### config.mk
export PLATFORM = sky130hd
export DESIGN_NAME = cells_bist_ctrl
export DESIGN_NICKNAME = d
export VERILOG_FILES = /design/src/rtl/cells_bist_pkg.sv /design/src/rtl/cells_bist_misr.sv /design/src/rtl/cells_bist_ctrl.sv
export SDC_FILE = /design/constraint.sdc
export NUM_CORES = 1
export LEC_CHECK = 0
export CAP_MARGIN = 40
export CELL_PAD_IN_SITES_DETAIL_PLACEMENT = 0
export CELL_PAD_IN_SITES_GLOBAL_PLACEMENT = 1
export CORE_UTILIZATION = 31
export CTS_BUF_LIST = sky130_fd_sc_hd__clkbuf_2 sky130_fd_sc_hd__clkbuf_4 sky130_fd_sc_hd__clkbuf_8
export DETAILED_ROUTE_END_ITERATION = 7
export PLACE_DENSITY_LB_ADDON = 0.25
export SYNTH_ARGS = -nofsm -noshare
export SYNTH_HDL_FRONTEND = slang
export SYNTH_SLANG_ARGS = --single-unit
### constraint.sdc
create_clock -name in_CLK -period 1.72 [get_ports in_CLK]
set_input_delay 0.344 -clock in_CLK [delete_from_list [all_inputs] [get_ports in_CLK]]
set_output_delay 0.344 -clock in_CLK [all_outputs]
set_load 0.02 [all_outputs]
### src/rtl/cells_bist_pkg.sv
// Shared types and constants for the cell-library logic-BIST wrapper.
package cells_bist_pkg;

  typedef enum logic [1:0] {
    ST_IDLE,
    ST_APPLY,
    ST_CAPTURE,
    ST_DONE
  } state_t;

  // Feedback taps x16+x14+x13+x11 expressed as bits 15,13,12,10 of the shift register.
  localparam logic [15:0] LFSR_TAPS = 16'hB400;
  localparam logic [15:0] LFSR_SEED = 16'h0001;
  localparam logic [31:0] MISR_POLY = 32'h0040_0007;

endpackage

### src/rtl/cells_bist_misr.sv
// Multiple-input signature register; wide responses are XOR-folded down to WIDTH bits first.
module cells_bist_misr
  import cells_bist_pkg::*;
#(
  parameter int unsigned     WIDTH = 32,
  parameter int unsigned     IN_W  = 64,
  parameter logic [WIDTH-1:0] POLY = WIDTH'(MISR_POLY)
) (
  input  logic              clk,
  input  logic              rst,
  input  logic              clr,
  input  logic              en,
  input  logic [IN_W-1:0]   resp,
  output logic [WIDTH-1:0]  sig,
  output logic [WIDTH-1:0]  sig_next_c
);

  localparam int unsigned NSLICE = (IN_W + WIDTH - 1) / WIDTH;
  localparam int unsigned PAD_W  = NSLICE * WIDTH;

  logic [PAD_W-1:0] padded;
  logic [WIDTH-1:0] fold;

  // Zero-pad the top slice, then XOR all slices together.
  always_comb begin
    padded = PAD_W'(resp);
    fold   = '0;
    for (int unsigned i = 0; i < NSLICE; i++) begin
      fold = fold ^ padded[i*WIDTH +: WIDTH];
    end
  end

  assign sig_next_c = {sig[WIDTH-2:0], 1'b0} ^ (sig[WIDTH-1] ? POLY : '0) ^ fold;

  always_ff @(posedge clk) begin
    if (rst || clr) begin
      sig <= '0;
    end else if (en) begin
      sig <= sig_next_c;
    end
  end

endmodule

### src/rtl/cells_bist_ctrl.sv
// Logic-BIST controller: LFSR pattern source, APPLY/CAPTURE sequencing and MISR signature check.
module cells_bist_ctrl
  import cells_bist_pkg::*;
#(
  parameter int unsigned PAT_W  = 15,
  parameter int unsigned RESP_W = 64,
  parameter int unsigned MISR_W = 32,
  parameter int unsigned CNT_W  = 16
) (
  input  logic              in_CLK,
  input  logic              in_RST,
  input  logic              in_START,
  input  logic [CNT_W-1:0]  in_NPAT,
  input  logic [15:0]       in_SEED,
  input  logic [MISR_W-1:0] in_GOLDEN,
  input  logic [RESP_W-1:0] in_RESP,
  output logic [PAT_W-1:0]  out_PAT,
  output logic              out_BUSY,
  output logic              out_DONE,
  output logic              out_PASS,
  output logic [MISR_W-1:0] out_SIG
);

  state_t             state;
  logic [15:0]        lfsr;
  logic [CNT_W-1:0]   count;
  logic [15:0]        lfsr_next_c;
  logic [15:0]        seed_c;
  logic               start_ok_c;
  logic               capture_c;
  logic [MISR_W-1:0]  misr_next_c;

  assign start_ok_c  = in_START && ((state == ST_IDLE) || (state == ST_DONE));
  assign capture_c   = (state == ST_CAPTURE);
  assign seed_c      = (in_SEED == 16'h0000) ? LFSR_SEED : in_SEED;
  assign lfsr_next_c = {lfsr[14:0], ^(lfsr & LFSR_TAPS)};

  cells_bist_misr #(
    .WIDTH (MISR_W),
    .IN_W  (RESP_W),
    .POLY  (MISR_W'(MISR_POLY))
  ) u_misr (
    .clk        (in_CLK),
    .rst        (in_RST),
    .clr        (start_ok_c),
    .en         (capture_c),
    .resp       (in_RESP),
    .sig        (out_SIG),
    .sig_next_c (misr_next_c)
  );

  // Sequencer; PASS compares against the MISR value being written on the same edge DONE is entered.
  always_ff @(posedge in_CLK) begin
    if (in_RST) begin
      state    <= ST_IDLE;
      lfsr     <= LFSR_SEED;
      count    <= '0;
      out_PAT  <= '0;
      out_BUSY <= 1'b0;
      out_DONE <= 1'b0;
      out_PASS <= 1'b0;
    end else begin
      case (state)
        ST_IDLE, ST_DONE: begin
          if (in_START) begin
            lfsr     <= seed_c;
            count    <= in_NPAT;
            out_DONE <= 1'b0;
            out_PASS <= 1'b0;
            if (in_NPAT == '0) begin
              state    <= ST_DONE;
              out_PAT  <= '0;
              out_DONE <= 1'b1;
              out_PASS <= (in_GOLDEN == '0);
            end else begin
              state    <= ST_APPLY;
              out_PAT  <= seed_c[PAT_W-1:0];
              out_BUSY <= 1'b1;
            end
          end
        end
        ST_APPLY: begin
          state <= ST_CAPTURE;
        end
        ST_CAPTURE: begin
          lfsr  <= lfsr_next_c;
          count <= count - CNT_W'(1);
          if (count == CNT_W'(1)) begin
            state    <= ST_DONE;
            out_BUSY <= 1'b0;
            out_DONE <= 1'b1;
            out_PASS <= (misr_next_c == in_GOLDEN);
          end else begin
            state   <= ST_APPLY;
            out_PAT <= lfsr_next_c[PAT_W-1:0];
          end
        end
        default: begin
          state    <= ST_IDLE;
          out_BUSY <= 1'b0;
        end
      endcase
    end
  end

endmodule

**Yosys cells after proc, flatten, opt, wreduce, memory -nomap -nowiden**

Cells that the tools add are included.

- Memories: 0
- Logic and storage cells: 61
- Output and inout bits: 50
- Bits in registers: 84
- Bits in latches: 0
- Input bits: 131
- Memory bits (writable): 0
- Memory bits (read-only): 0

- Add/subtract/negate cells: 1
- Mux-type cells: 26
- $lt $le $gt $ge: 0
- Shift-type cells: 0
- Multiply operators: 0
- Reductions and logical operators: 14
- Divide/modulo/power cells: 0
- Equal/unequal tests: 9
- Bitwise gates (word level): 3

Operators by type and width:

| kind | count |
|---|---|
| bitwise XOR 32 bit | 3 |
| case mux 16 bit (2 select lines) | 2 |
| two-way mux 16 bit | 3 |
| two-way mux 15 bit | 3 |
| == test 32 bit | 1 |
| logical NOT 16 bit | 2 |
| logical NOT 32 bit | 1 |
| case mux 15 bit (2 select lines) | 1 |
| two-way mux 23 bit | 1 |
| == test 16 x 1 -> 1 bit (second input constant) | 1 |
| XOR reduction 16 bit | 1 |
| subtractor 16 x 1 -> 16 bit (second input constant) | 1 |
| two-way mux 1 bit | 9 |
| two-way mux 2 bit | 3 |
| != test 2 bit (second input constant) | 3 |
| case mux 1 bit (2 select lines) | 3 |
| case mux 2 bit (3 select lines) | 1 |
| AND reduction 3 bit | 2 |
| == test 2 bit (second input constant) | 2 |
| AND reduction 4 bit | 1 |
| == test 2 x 1 -> 1 bit (second input constant) | 1 |
| logical NOT 2 bit | 1 |
| logical OR 1 bit | 2 |
| != test 2 x 1 -> 1 bit (second input constant) | 1 |
| other kinds (4) | 4 |

**Longest topological paths before layout**

Gate-level depths: netlist (run 1).

- Word-level depth: 6
- Depth in mapped cells: 10
- Depth with buffers taken out: 8

**Cells and area by module**

From an unflattened synthesis (run 1), not the netlist that was laid out.

- Cell total of the unflattened synthesis: 525
- Area, all modules: 4,729.5 um^2

Modules (own cells, without submodules):

| module | area an instance (um^2) | sequential area each (um^2) | times used | cells an instance |
|---|---|---|---|---|
| cells_bist_ctrl | 3,124.2 | 1,041.0 | 1 | 380 |
| cells_bist_misr | 1,605.3 | 640.6 | 1 | 145 |

**Least setup slack after synthesis (run 1)**

OpenSTA, ideal clock, no wires.

- Path type: reg-to-reg
- Start: register state[0]
- End: register count[7]
- Cell stages (with the launch flop): 8
- Clock period less this slack: 1,898 ps
- Required time: 1,592 ps
- Arrival time: 1,770 ps
- Setup slack: -178 ps
- Buffers on the path: 1
- Setup time: 128 ps
- Cells stage by stage: dfxtp_1 -> inv_1 -> ha_1 -> nand2_1 -> a21boi_1 -> clkbuf_1 -> a2bb2oi_1 -> nor2_1

- Word-level cells in the longest chain between the ends: 4
- Elaborated cells on any way between the ends: 8
- Those cells by class: eq/ne: 3; mux: 1; reduce/logical: 4

Ends and longest elaborated chain:

| what | line | RTL |
|---|---|---|
| start: declaration | cells_bist_ctrl.sv:24 | `state_t state;` |
| start signal: assignment | cells_bist_ctrl.sv:55 | `state <= ST_IDLE;` |
| start signal: assignment | cells_bist_ctrl.sv:71 | `state <= ST_DONE;` |
| start signal: assignment | cells_bist_ctrl.sv:76 | `state <= ST_APPLY;` |
| == test 2 bit / logical NOT 2 bit (equally long branches) | cells_bist_ctrl.sv:63 | `case (state)` |
| OR reduction 2 bit | cells_bist_ctrl.sv:63 |  |
| != test 2 bit (no source line) / nonzero test 2 bit (equally long branches) | - |  |
| AND reduction 2 bit (no source line) | - |  |
| end signal: assignment | cells_bist_ctrl.sv:67 | `count <= in_NPAT;` |
| end signal: assignment | cells_bist_ctrl.sv:87 | `count <= count - CNT_W'(1);` |
| end: declaration | cells_bist_ctrl.sv:26 | `logic [CNT_W-1:0] count;` |

Several ways; a longest one is shown, not always the timed one.
A chain may end at the register's enable or synchronous reset.

**Worst setup path after layout (run 1)**

- Start: register count[1]
- End: register count[14]

- Word-level cells in the longest chain between the ends: 2

Ends and longest elaborated chain:

| what | line |
|---|---|
| subtractor 16 x 1 -> 16 bit | cells_bist_ctrl.sv:87 |
| case mux 16 bit (2 select lines) | cells_bist_ctrl.sv:63 |

No other way between the ends.

==> impl_metrics.ini, run 1 <==
[grt]
grt_start_max_net_pins = 53
initial_antenna_violation_count = 0
gr-total-overflow = 0
grt_pass1_wl_um = 26400
grt_pass1_vias = 5299
grt_usage_pct = 20.5

[route]
drt-wirelength-per-cell_um = 16.7
postRouteAntennaNets = 0
drt_via_density = 4.91
drt-pass1-iter-count = 5
remaining_drc_errors = 0
dr_iter_0_viols = 163
route.vias.total = 5293
routed_wirelength_um = 18000

[sta]
ratio_of_final_minimum_period_to_clock_period_pct = 109
fin_skew_ps = 12.4
holdWs_ps = 402
final.setup.worst_slack_ps = -163
maxClockFrequency_ghz = 0.531
worst_slew_pin_slew_ps = 406
setup_viol = 21
timing.final.hold_violations = 0
rsz_0062_raised_after_global_routing = yes
timing.final.max_slew_violations = 0
final_period_minus_worst_setup_slack_ps = 1880
tns_setup_ps = -1550
max-slew-margin-rel_pct = 72.9

[cts]
worst_skew_pair.late_latency_ps = 380
cts_made_buffers = 9
root_buffer = sky130_fd_sc_hd__clkbuf_8
clkTransAtPathRegs_ps = 100
cts.path.max_buffers = 2
cts_htree_levels = 3
cts.sinks = 84
tritoncts = yes

[setup_path]
cp-end-kind = register
crit_arrival_ps = 2210
worstPathMaxFanout = 4
crit_path_start_kind = register
worstPathRequired_ps = 2050
reg2reg_depth = 7
setup.worst_path.class = reg2reg

[place]
dpl.hpwl_um = 13000
gpl.final_weighted_congestion = 0.841
io_buffers = 180

[yosys]
post_synthesis_instance_total = 556
synth_nets = 692
synth_edf_count = 0
synthFlopType = sky130_fd_sc_hd__dfxtp_1
synth_seq_area_share_pct = 32.9
synth_async_sr_flop_share_pct = 0
ys_warn_count = 0
post_synth_instance_area_sq_um = 5110
synth_area_per_cell_sq_um = 9.19
synth_seq_cells = 84
synth_cell_types = 46

[floorplanning]
row_count = 46
initial_utilization_pct = 32.0
fp.dieW_um = 130
die_height_um = 130
die_area_sq_um = 17000
pin_count = 181
design.core.area_sq_um = 16000

[finish]
final_stage_net_count = 994
share_of_post_route_cells_with_drive_strength_above_1_pct = 31.3
antenna-diode-count = 0
synthToLayoutAreaGrowth_pct = 78.2

[job]
maxCapViolCount = 0

[pwr]
vdd.ir_drop.worst_mv = 0.610
p_total_mw = 13.9
p_leak_nw = 3.94
power.density_nw_per_um2 = 1520

[outcome]
failing_checks = setup timing
outcome = finished with violations

[hold_path]
worst_hold_path_type = in2reg
worstHoldPathCells = 3
-- cell families after synthesis --
family,share of synthesized area [%]
XOR/XNOR,22.4
flip-flops,32.9
buffers and inverters,3.26
multiplexers,7.83
adder cells (fa/ha/maj),1.22
AO/OA/AOI/OAI,14.7
AND/OR/NAND/NOR,17.7
-- state kept, by name (all words and copies together), names as in the netlist --
| signal | flops |
|---|---|
| count | 16 |
| lfsr | 16 |
| out_BUSY | 1 |
| out_DONE | 1 |
| out_PASS | 1 |
| out_PAT | 15 |
| state | 2 |
| u_misr.sig | 32 |
-- worst paths after layout --
path                       startpoint                       end  slack, ps
max             count[1]$_SDFFE_PP0P_    count[14]$_SDFFE_PP0P_       -160
min                       in_NPAT[12]    count[12]$_SDFFE_PP0P_        400
max reg2reg     count[1]$_SDFFE_PP0P_    count[14]$_SDFFE_PP0P_       -160
min reg2reg  out_PAT[14]$_SDFFE_PP0P_  out_PAT[14]$_SDFFE_PP0P_        500
-- cell usage in the layout, fill, tap and decap left out, types with 20 or more instances in the layout --
cell type | synthesis | layout
sky130_fd_sc_hd__dfxtp_1 | 84 | 72
sky130_fd_sc_hd__buf_4 | 0 | 126
sky130_fd_sc_hd__nor2_1 | 78 | 60
sky130_fd_sc_hd__mux2i_1 | 40 | 40
sky130_fd_sc_hd__xnor2_1 | 60 | 59
sky130_fd_sc_hd__a211oi_1 | 42 | 22
sky130_fd_sc_hd__dlymetal6s2s_1 | 0 | 20
sky130_fd_sc_hd__nand2_1 | 30 | 28
sky130_fd_sc_hd__clkdlybuf4s50_1 | 0 | 124
sky130_fd_sc_hd__dlygate4sd2_1 | 0 | 36
-- critical path: stages, from the launching register on --
cell,delay [ps]
sky130_fd_sc_hd__dfxtp_2,340
sky130_fd_sc_hd__inv_2,90
sky130_fd_sc_hd__ha_4,130
sky130_fd_sc_hd__or3b_4,400
sky130_fd_sc_hd__nor3_4,220
sky130_fd_sc_hd__or3b_1,370
sky130_fd_sc_hd__a31o_1,210
sky130_fd_sc_hd__nor2_1,80
-- power by group --
part	internal, mW	switching, mW
Combinational	4.56	4.39
Sequential	2.61	0.621
Clock	0.874	0.826
Total	8.04	5.83
-- cells in the mapped netlist (all sizes together) (13+ instances only) --
library cell,count,area (sq um)
xnor2,61,542
dfxtp,84,1680
xnor3,13,294
a211oi,42,315
a22oi,19,143
buf,15,68.8
nor2,78,293
o21ai,23,115
nor4,21,168
mux2i,40,400
a21oi,13,65.1
nor3,13,76.3
clkbuf,17,63.8
nand2,30,113
-- final cells by class --
class / count / area, sq um
clock buffers: 10 / 138
clock inverters: 6 / 93.8
fillers: 1466 / 6890
inverters: 9 / 33.8
multi-input cells: 432 / 3850
flip-flops and latches: 84 / 1700
well taps: 216 / 270
repair buffers: 322 / 3030
-- metal layers --
metal | wire length, um | up-vias | global-route usage (%)
met5 | 0 | - | 0
li1 | - | 2600 | -
met4 | 338 | 0 | 8.05
met2 | 9320 | 170 | 36.7
met1 | 7240 | 2499 | 23.7
met3 | 1080 | 24 | 4.56
-- through the flow --
step	setup slack [ps]	util, %	instances	area, sq um
2_1_floorplan	-128	-	556	5160
3_3_place_gp	-614	50.4	1040	8060
3_5_place_dp	-725	50.4	1040	8060
4_1_cts	-169	53.2	1063	8510
5_1_grt	-255	57.0	1079	9110
6_report	-163	57.0	1079	9110
-- what timing repair did --
action	4_1_cts	5_1_grt
pin swaps	18	34
setup buffers	7	13
setup endpoints to repair	83	57
hold buffers	0	0
cloned	0	5
gates resized for setup	81	102
Note: power is estimated with default switching activity, not from simulation.
==> run 2, diff against run 1 <==
--- a/config.mk
+++ b/config.mk
@@ -8,6 +8,7 @@
 export CAP_MARGIN = 40
 export CELL_PAD_IN_SITES_DETAIL_PLACEMENT = 0
 export CELL_PAD_IN_SITES_GLOBAL_PLACEMENT = 1
+export CORE_MARGIN = 4
 export CORE_UTILIZATION = 31
 export CTS_BUF_LIST = sky130_fd_sc_hd__clkbuf_2 sky130_fd_sc_hd__clkbuf_4 sky130_fd_sc_hd__clkbuf_8
 export DETAILED_ROUTE_END_ITERATION = 7
==> run 2 against run 1 <==
The flow still finishes with violations (setup timing); critical endpoint unchanged; register-to-register slack hardly changed; clock-buffer cell count stayed put; largest power group unchanged; sequential cell count stayed put; global-route usage is 1.9 points lower.
==> impl_metrics.ini, run 2 (synthesis results as in run 1) <==
[finish]
final_design_area_no_fill_sq_um = 8970
largest_register_ff_count = 32
reg_top3 = u_misr.sig (32), count (16), lfsr (16)
top_register = u_misr.sig
fill_cells = 1477
multi_input_logic_area_sq_um = 3710
share_of_post_route_cells_with_drive_strength_above_1_pct = 30.9
final_common_cell = sky130_fd_sc_hd__clkdlybuf4s50_1
final-seq-area_sq_um = 1700
antenna-diode-count = 0
final_util_pct = 56.1
synthToLayoutAreaGrowth_pct = 75.6
final_stage_net_count = 998
commonest_non_fill_non_tap_cells_in_the_layout = sky130_fd_sc_hd__clkdlybuf4s50_1 (127), sky130_fd_sc_hd__buf_4 (125), sky130_fd_sc_hd__dfxtp_1 (70), sky130_fd_sc_hd__nor2_1 (66), sky130_fd_sc_hd__xnor2_1 (56)

[place]
dpl.hpwl_um = 13300
placement.setup.worst_slack_ps = -676
gpl.final_weighted_congestion = 0.818
io_buffers = 180
placed_cell_area_sq_um = 8090

[setup_path]
reg2reg_depth = 7
worstPathRequired_ps = 2030
setup.worst_path.class = reg2reg
max_stage_delay_ps = 390
critical_path_depth = 7
r2r_end = count[14]$_SDFFE_PP0P_
crit_path_start_kind = register
worstSetupStartpoint = count[1]$_SDFFE_PP0P_
endpoint_of_the_worst_setup_timing_path = count[14]$_SDFFE_PP0P_
crit_path_top_delay_cell = sky130_fd_sc_hd__or3b_4
cp-end-kind = register
critPathBufInv = 1
timing.reg2reg.setup_slack_ps = -150
worstPathMaxFanout = 3
cpLargestDelayFamily = simple AND/OR/NAND/NOR gates
timing.critical_path.cells = inv_2 > ha_4 > or3b_4 > nor3_4 > or3b_1 > a31o_1 > nor2_1
timing.rr.start = count[1]$_SDFFE_PP0P_
crit_arrival_ps = 2180

[route]
top_layer_used = met4
drt_via_density = 4.82
routed_wirelength_um = 18100
remaining_drc_errors = 0
postRouteAntennaNets = 0
route.vias.total = 5220
drt-pass1-iter-count = 4
drt-met1-wl_um = 7490
routed-wl-met2_um = 9300
dr_iter_0_viols = 228
drt-wirelength-per-cell_um = 16.7
met3WireLength_um = 1120

[cts]
clkTransAtPathRegs_ps = 90
cts_made_buffers = 9
cts.path.max_buffers = 2
tritoncts = yes
cts.sinks = 84
postCtsHoldBufs = 0
worst_skew_pair.late_latency_ps = 380
cts_htree_levels = 3
root_buffer = sky130_fd_sc_hd__clkbuf_8

[pwr]
p_leak_nw = 3.82
power.density_nw_per_um2 = 1480
vdd.ir_drop.worst_mv = 0.658

[sta]
holdWs_ps = 450
worst_slew_pin_slew_ps = 416
final_period_minus_worst_setup_slack_ps = 1870
timing.final.max_slew_violations = 0
timing.final.hold_violations = 0
max-slew-margin-rel_pct = 72.3
fin_skew_ps = 11.6
ratio_of_final_minimum_period_to_clock_period_pct = 109
rsz_0062_raised_after_global_routing = yes
final.setup.worst_slack_ps = -148
maxClockFrequency_ghz = 0.535
setup_viol = 22

[grt]
grt_pass1_vias = 5322
grt_pass1_wl_um = 27100
initial_antenna_violation_count = 0
gr-total-overflow = 0
grt_start_max_net_pins = 52
grt_usage_pct = 18.6

[job]
maxCapViolCount = 0

[floorplanning]
fp.dieW_um = 136
die_height_um = 136
initial_utilization_pct = 32.0
row_count = 46
design.core.area_sq_um = 16000
pin_count = 181
die_area_sq_um = 18600

[outcome]
outcome = finished with violations
failing_checks = setup timing

[hold_path]
worst_hold_path_type = in2reg
## run 2: how the worst min path moves through the flow
stage                                   startpoint                  endpoint  slack, ps  cells past startpoint
after detailed placement   out_PAT[1]$_SDFFE_PP0P_   out_PAT[1]$_SDFFE_PP0P_        490                      2
after floorplan               lfsr[0]$_SDFFE_PP1P_      lfsr[0]$_SDFFE_PP1P_        480                      2
after global routing                   in_NPAT[12]    count[12]$_SDFFE_PP0P_        430                      3
after global placement    out_PAT[13]$_SDFFE_PP0P_  out_PAT[13]$_SDFFE_PP0P_        490                      2
after CTS                              in_NPAT[12]    count[12]$_SDFFE_PP0P_        420                      3
final                                  in_NPAT[12]    count[12]$_SDFFE_PP0P_        450                      3
## run 2: where the power goes
part	switching, mW	internal (mW)
logic	4.21	4.52
registers	0.557	2.61
clock network	0.823	0.574
## run 2: per-layer routing
| layer | vias up | global-route usage (%) |
|---|---|---|
| li1 | 2608 | - |
| met1 | 2448 | 22.0 |
| met2 | 152 | 32.9 |
| met3 | 12 | 4.52 |
| met4 | 0 | 5.82 |
| met5 | - | 0 |
## run 2: area by class of cell
type	instances	share of cell area (%)
clock buffer	10	1.53
clock inverter	6	0.544
inverter	9	0.376
multi-input combinational	431	41.3
sequential	84	18.9
tap	216	3.01
timing repair buffer	327	34.3
## run 2: per-stage QoR
step                      std cells  setup TNS (ps)  total power, mW
final                          1083           -1500             13.3
after global routing           1083           -3450             14.2
after CTS                      1069           -1270             12.4
after floorplan                 556            -193             7.13
after detailed placement       1044          -16910             10.2
after global placement         1044          -16570             10.1
## run 2: worst reg2reg max path, delay by kind of cell (launching register included)
kind,cells,cell delay [ps]
simple gates,4,1080
compound gates,1,210
flops,1,330
fa+ha+maj,1,130
buf+inv,1,70
## run 2: repair_timing
item,4_1_cts,5_1_grt
pin swaps,30,31
setup buffers,8,13
gates cloned,2,4
gates resized for setup,95,71
setup endpoints to repair,81,52
